File: src/rtl/rtdf_rx_dispatcher.sv
// RX FIFO packet dispatcher: parses the length/header words and routes the payload
// by EtherType to the stream or control consumer; drops runts, unknown and disabled types.
//
// state     | meaning
// ----------+------------------------------------------------------------
// S_LENGTH  | wait for word0, latch byte length, runt check
// S_HEADER  | pop 6 MAC words + EtherType word, classify on the 7th
// S_DATA    | forward payload words to the selected consumer
// S_DISCARD | pop and drop CRC words, runts and unsupported packets
module rtdf_rx_dispatcher #(
  parameter logic [15:0] STREAM_ETHERTYPE = 16'h88B5,
  parameter logic [15:0] CTRL_ETHERTYPE   = 16'h88B6,
  parameter int          CRC_ENABLE       = 1,
  parameter int          LEN_WIDTH        = 11
) (
  input  logic        clk_rx,
  input  logic        reset,
  input  logic [15:0] rx_fifo_rd_data,
  input  logic        rx_fifo_empty,
  output logic        rx_fifo_rd_req,
  input  logic        stream_enable,
  output logic        strm_valid,
  output logic [15:0] strm_data,
  output logic        strm_last,
  input  logic        strm_ready,
  output logic        ctrl_valid,
  output logic [15:0] ctrl_data,
  output logic        ctrl_last,
  input  logic        ctrl_ready,
  output logic [7:0]  stream_pkt_count,
  output logic [7:0]  ctrl_pkt_count,
  output logic [7:0]  drop_pkt_count
);

  typedef enum logic [1:0] {S_LENGTH, S_HEADER, S_DATA, S_DISCARD} state_t;

  localparam logic [LEN_WIDTH-1:0] C_HDR   = LEN_WIDTH'(14 + 4 * CRC_ENABLE);
  localparam logic [LEN_WIDTH-1:0] C_RUNT  = LEN_WIDTH'(16 + 4 * CRC_ENABLE);
  localparam logic [LEN_WIDTH-1:0] C_SEVEN = LEN_WIDTH'(7);
  localparam logic [LEN_WIDTH-1:0] C_ONE   = LEN_WIDTH'(1);
  localparam logic [LEN_WIDTH-1:0] C_ZERO  = '0;

  function automatic logic [LEN_WIDTH-1:0] f_half_up(input logic [LEN_WIDTH-1:0] v);
    return (v >> 1) + {{(LEN_WIDTH-1){1'b0}}, v[0]};
  endfunction

  state_t               r_state;
  state_t               w_state_nxt;
  logic [LEN_WIDTH-1:0] r_cnt;
  logic [LEN_WIDTH-1:0] w_cnt_nxt;
  logic [LEN_WIDTH-1:0] r_len;
  logic                 r_sel_strm;
  logic [7:0]           r_strm_pkts;
  logic [7:0]           r_ctrl_pkts;
  logic [7:0]           r_drop_pkts;

  logic [LEN_WIDTH-1:0] w_len_in;
  logic                 w_runt;
  logic [15:0]          w_etype;
  logic                 w_is_strm;
  logic                 w_is_ctrl;
  logic [LEN_WIDTH-1:0] w_p;
  logic [LEN_WIDTH-1:0] w_d;
  logic                 w_pop;
  logic                 w_cnt_last;
  logic                 w_classify;
  logic                 w_runt_pop;

  assign w_len_in   = rx_fifo_rd_data[LEN_WIDTH-1:0];
  assign w_runt     = (w_len_in < C_RUNT);
  assign w_etype    = {rx_fifo_rd_data[7:0], rx_fifo_rd_data[15:8]};
  assign w_is_strm  = (w_etype == STREAM_ETHERTYPE) && stream_enable;
  assign w_is_ctrl  = (w_etype == CTRL_ETHERTYPE);
  // r_len >= C_RUNT whenever these are used, so the subtraction cannot wrap
  assign w_p        = f_half_up(r_len - C_HDR);
  assign w_d        = f_half_up(r_len) - C_SEVEN - w_p;
  assign w_pop      = rx_fifo_rd_req;
  assign w_cnt_last = (r_cnt == C_ONE);
  assign w_classify = (r_state == S_HEADER) && w_pop && w_cnt_last;
  assign w_runt_pop = (r_state == S_LENGTH) && w_pop && w_runt;

  always_ff @(posedge clk_rx) begin
    if (reset) begin
      r_state <= S_LENGTH;
      r_cnt   <= '0;
    end else begin
      r_state <= w_state_nxt;
      r_cnt   <= w_cnt_nxt;
    end
  end

  always_comb begin
    w_state_nxt = r_state;
    w_cnt_nxt   = r_cnt;
    case (r_state)
      S_LENGTH: begin
        if (w_pop) begin
          if (w_runt) begin
            w_state_nxt = S_DISCARD;
            w_cnt_nxt   = f_half_up(w_len_in);
          end else begin
            w_state_nxt = S_HEADER;
            w_cnt_nxt   = C_SEVEN;
          end
        end
      end
      S_HEADER: begin
        if (w_pop) begin
          w_cnt_nxt = r_cnt - C_ONE;
          if (w_cnt_last) begin
            if (w_is_strm || w_is_ctrl) begin
              w_state_nxt = S_DATA;
              w_cnt_nxt   = w_p;
            end else begin
              w_state_nxt = S_DISCARD;
              w_cnt_nxt   = w_p + w_d;
            end
          end
        end
      end
      S_DATA: begin
        if (w_pop) begin
          w_cnt_nxt = r_cnt - C_ONE;
          if (w_cnt_last) begin
            w_state_nxt = (w_d != C_ZERO) ? S_DISCARD : S_LENGTH;
            w_cnt_nxt   = w_d;
          end
        end
      end
      S_DISCARD: begin
        if (r_cnt == C_ZERO) begin
          w_state_nxt = S_LENGTH;
        end else if (w_pop) begin
          w_cnt_nxt = r_cnt - C_ONE;
          if (w_cnt_last) w_state_nxt = S_LENGTH;
        end
      end
      default: w_state_nxt = S_LENGTH;
    endcase
  end

  always_comb begin
    rx_fifo_rd_req = 1'b0;
    strm_valid     = 1'b0;
    strm_last      = 1'b0;
    ctrl_valid     = 1'b0;
    ctrl_last      = 1'b0;
    if (!reset) begin
      case (r_state)
        S_LENGTH, S_HEADER: rx_fifo_rd_req = !rx_fifo_empty;
        S_DATA: begin
          if (r_sel_strm) begin
            strm_valid     = !rx_fifo_empty;
            strm_last      = w_cnt_last;
            rx_fifo_rd_req = strm_valid && strm_ready;
          end else begin
            ctrl_valid     = !rx_fifo_empty;
            ctrl_last      = w_cnt_last;
            rx_fifo_rd_req = ctrl_valid && ctrl_ready;
          end
        end
        S_DISCARD: rx_fifo_rd_req = !rx_fifo_empty && (r_cnt != C_ZERO);
        default: rx_fifo_rd_req = 1'b0;
      endcase
    end
  end

  assign strm_data = rx_fifo_rd_data;
  assign ctrl_data = rx_fifo_rd_data;

  always_ff @(posedge clk_rx) begin
    if (reset) begin
      r_len       <= '0;
      r_sel_strm  <= 1'b0;
      r_strm_pkts <= '0;
      r_ctrl_pkts <= '0;
      r_drop_pkts <= '0;
    end else begin
      if ((r_state == S_LENGTH) && w_pop) r_len <= w_len_in;
      if (w_classify) begin
        r_sel_strm <= w_is_strm;
        if (w_is_strm)      r_strm_pkts <= r_strm_pkts + 8'd1;
        else if (w_is_ctrl) r_ctrl_pkts <= r_ctrl_pkts + 8'd1;
        else                r_drop_pkts <= r_drop_pkts + 8'd1;
      end else if (w_runt_pop) begin
        r_drop_pkts <= r_drop_pkts + 8'd1;
      end
    end
  end

  assign stream_pkt_count = r_strm_pkts;
  assign ctrl_pkt_count   = r_ctrl_pkts;
  assign drop_pkt_count   = r_drop_pkts;

endmodule

File: config.mk
export PLATFORM = sky130hd
export DESIGN_NAME = rtdf_rx_dispatcher
export DESIGN_NICKNAME = d
export VERILOG_FILES = /design/src/rtl/rtdf_rx_dispatcher.sv
export SDC_FILE = /design/constraint.sdc
export NUM_CORES = 1
export LEC_CHECK = 0
export ABC_AREA = 1
export BUFFER_PORTS_ARGS = -buffer_cell sky130_fd_sc_hd__buf_2
export CAP_MARGIN = 25
export CORE_ASPECT_RATIO = 1.25
export CORE_MARGIN = 4
export CORE_UTILIZATION = 40
export DETAILED_ROUTE_END_ITERATION = 10
export MAX_ROUTING_LAYER = met4
export PLACE_DENSITY = 0.62
export SKIP_CTS_REPAIR_TIMING = 1
export SLEW_MARGIN = 20
export SYNTH_ARGS = -nofsm -noshare
export SYNTH_HDL_FRONTEND = slang
export SYNTH_SLANG_ARGS = --single-unit
File: constraint.sdc
create_clock -name clk_rx -period 4.1 [get_ports clk_rx]
set_clock_uncertainty 0.15 [all_clocks]
set_input_delay 0.41 -clock clk_rx [delete_from_list [all_inputs] [get_ports clk_rx]]
set_output_delay 0.41 -clock clk_rx [all_outputs]
set_load 0.05 [all_outputs]
==> flow_summary.yaml <==
grt:
  grt_pass1_wl_mm: 22.9
  grt_antenna_before_repair: 0
  grt_use_total: 0.200
  overflow: 0
  grt_pass1_vias: 4940
  grt_max_degree: 35
final_layout:
  diodes: 0
  syn_to_final_growth_pct: 34.5
  design_area_um2: 6620
  final_core_util: 0.547
  nets: 961
  drive_gt1_frac: 0.353
  final_cells: 1063
hold_path:
  worst_hold_path.num_cells: 3
  hold_start: "rx_fifo_rd_data[6]"
  hold_path_class: "input pin to register"
  min_to: "r_len[6]"
drt:
  drtPass1Iterations: 6
  initialDrtViolationCount: 202
  drt-total-wl_mm: 14.1
  via_per_inst: 4.89
  drtAntennaViolNets: 0
  avgRoutedWirePerCell_um: 13.3
  drc_errors: 0
  num_vias: 5199
critical_path:
  worstSetupStartpointType: "register"
  end_kind: "register"
  path_buf_inv: 5
  r2r-end: "r_cnt[9]"
  r2r_cells: 31
  crit_family: "simple AND/OR/NAND/NOR gates"
  timing.rr.start: "r_len[1]"
  cp.arrival_ns: 4.27
  cp_max_fo: 4
  critPathKind: "register to register"
  required_ns: 4.19
  cpMostUsedCell: "nand2_1"
  r2r_slack_ns: -0.09
  slowest_stage: "dfxtp_2"
  critPathMaxStageDelay_ns: 0.35
synthesis:
  synth_area_um2: 4920
  ys_types: 48
  synth_commonest_cells: "nand2_1 (167), inv_1 (127), nor2_1 (62)"
  synth_edf_count: 0
  ys_top_cells_by_area: "dfxtp_1 (20%), nand2_1 (13%), ha_1 (9.9%)"
  synth_top_area_frac: 0.199
  yosys_warnings: 0
  syn-instance-count: 771
  ys_seq_elements: 49
  syn_avg_cell_area_um2: 6.38
  yosys.area.top_type: "dfxtp_1"
  ys_async_sr_fraction: 0
  synthesis.nets: 834
  yosysSeqAreaShare: 0.199
  synth_flop_cell: "dfxtp_1"
  synth_most_common_cell: "nand2_1"
floorplanning:
  die-width_um: 107
  core.rowCount: 45
  dieArea_um2: 14100
  coreArea_um2: 12100
  start_util: 0.406
  io_pins: 83
  die_h_um: 132
timing:
  setup_viol: 2
  drv_slew: 0
  period_share: 1.02
  fmax_ghz: 0.239
  maxSlewHeadroom: 0.366
  hold_viol_final: 0
  worstMarginPinSlew_ns: 0.947
  fin_crit_ns: 4.19
  timing.final.ws_setup_ns: -0.0867
  rsz0062_at_grt: "true"
clock_tree:
  h-tree-depth: 2
  cts_tree: "done"
  clk_latency_ns: 0.30
  cts_sinks: 49
  cts_root_buf: "clkbuf_16"
  cts.clk_slew.worst_paths_ns: 0.07
  clockBufferDepth: 2
  cts_made_buffers: 5
placement:
  placed_cell_area_um2: 5780
  dp_slack_ns: -0.332
  gp_congestion: 0.936
  io_buffers: 82
  place_inst: 1042
  hpwl_mm: 11.0
outcome:
  failed_checks: "negative setup slack"
  status: "finished, violations left"
job:
  maxCapViolations: 0
power_and_ir_drop:
  peakVddDrop_mv: 0.408
  power.density_nw_per_um2: 673
  p_leak_nw: 3.18
power breakdown:
part,total (mW),internal (mW),switching [mW]
sequential,0.517,0.496,0.0210
clock,0.497,0.293,0.205
combinational,3.44,1.65,1.79
sequential cells by signal (all words and copies together) (netlist names):
register,count
drop_pkt_count,8
r_sel_strm,1
ctrl_pkt_count,8
r_state,2
r_cnt,11
stream_pkt_count,8
r_len,11
metrics by stage:
step           power, mW  hold WS (ns)  TNS (ns)
2_1_floorplan       2.08         0.294         0
3_3_place_gp        3.02         0.308    -0.695
3_5_place_dp        3.02         0.309    -0.970
4_1_cts             3.55         0.284     -1.30
5_1_grt             4.82         0.315     -1.26
6_report            4.45         0.290    -0.144
layout by cell type (no fill, tap or decap), types with 4 or more instances in the layout:
| cell | instances |
|---|---|
| buf_4 | 79 |
| xor2_1 | 16 |
| nand3_2 | 13 |
| nor2_4 | 6 |
| xnor2_1 | 7 |
| nor3_1 | 17 |
| nor2_2 | 12 |
| buf_2 | 82 |
| nor2_1 | 51 |
| inv_1 | 114 |
| nand3_1 | 39 |
| dfxtp_1 | 47 |
| nand2_2 | 28 |
| a21oi_2 | 9 |
| nor3b_1 | 6 |
| o21ai_1 | 10 |
| a211oi_1 | 4 |
| xor2_2 | 7 |
| nand2_4 | 10 |
| ha_1 | 20 |
| a21oi_1 | 47 |
| nand2_1 | 137 |
| o21ai_0 | 37 |
| clkbuf_16 | 5 |
| o211ai_1 | 4 |
| ha_4 | 19 |
| nand4_1 | 10 |
| inv_2 | 18 |
layout make-up:
cell class | instances | area (um2)
clock buffer | 5 | 125
clock inverter | 3 | 47.5
fill | 1172 | 5490
inverter | 135 | 513
multi-input combinational | 544 | 3710
sequential | 49 | 983
tap | 164 | 205
timing repair buffer | 163 | 1030
metal layers:
layer / vias to the layer above / global-route usage / routed length [um]
met5: - / - / 0
li1: 2706 / - / -
met4: 0 / 0.0583 / 348
met3: 26 / 0.0206 / 398
met2: 101 / 0.354 / 7370
met1: 2366 / 0.238 / 6020
cells by family after synthesis:
| family | after synthesis | share of synthesized area |
|---|---|---|
| buffers and inverters | 178 | 0.164 |
| flip-flops | 49 | 0.199 |
| XOR/XNOR | 31 | 0.0552 |
| AND/OR/NAND/NOR | 343 | 0.327 |
| adder cells (fa/ha/maj) | 41 | 0.107 |
| AO/OA/AOI/OAI | 129 | 0.146 |
worst max path at each step:
stage | cells past startpoint | end | start | slack [ns]
floorplan | 35 | r_cnt[10] | r_len[1] | 0.001
global placement | 35 | r_cnt[10] | r_len[1] | -0.28
detailed placement | 35 | r_cnt[10] | r_len[1] | -0.33
CTS | 35 | r_cnt[10] | r_len[1] | -0.36
global route | 33 | r_cnt[10] | r_len[4] | -0.39
finish | 31 | r_cnt[9] | r_len[1] | -0.09
tightest hold or removal path: stages:
cell and delay [ns]:
buf_2 0.10, o21ai_0 0.08, a21oi_1 0.10
Note: power is estimated with default switching activity, not from simulation.
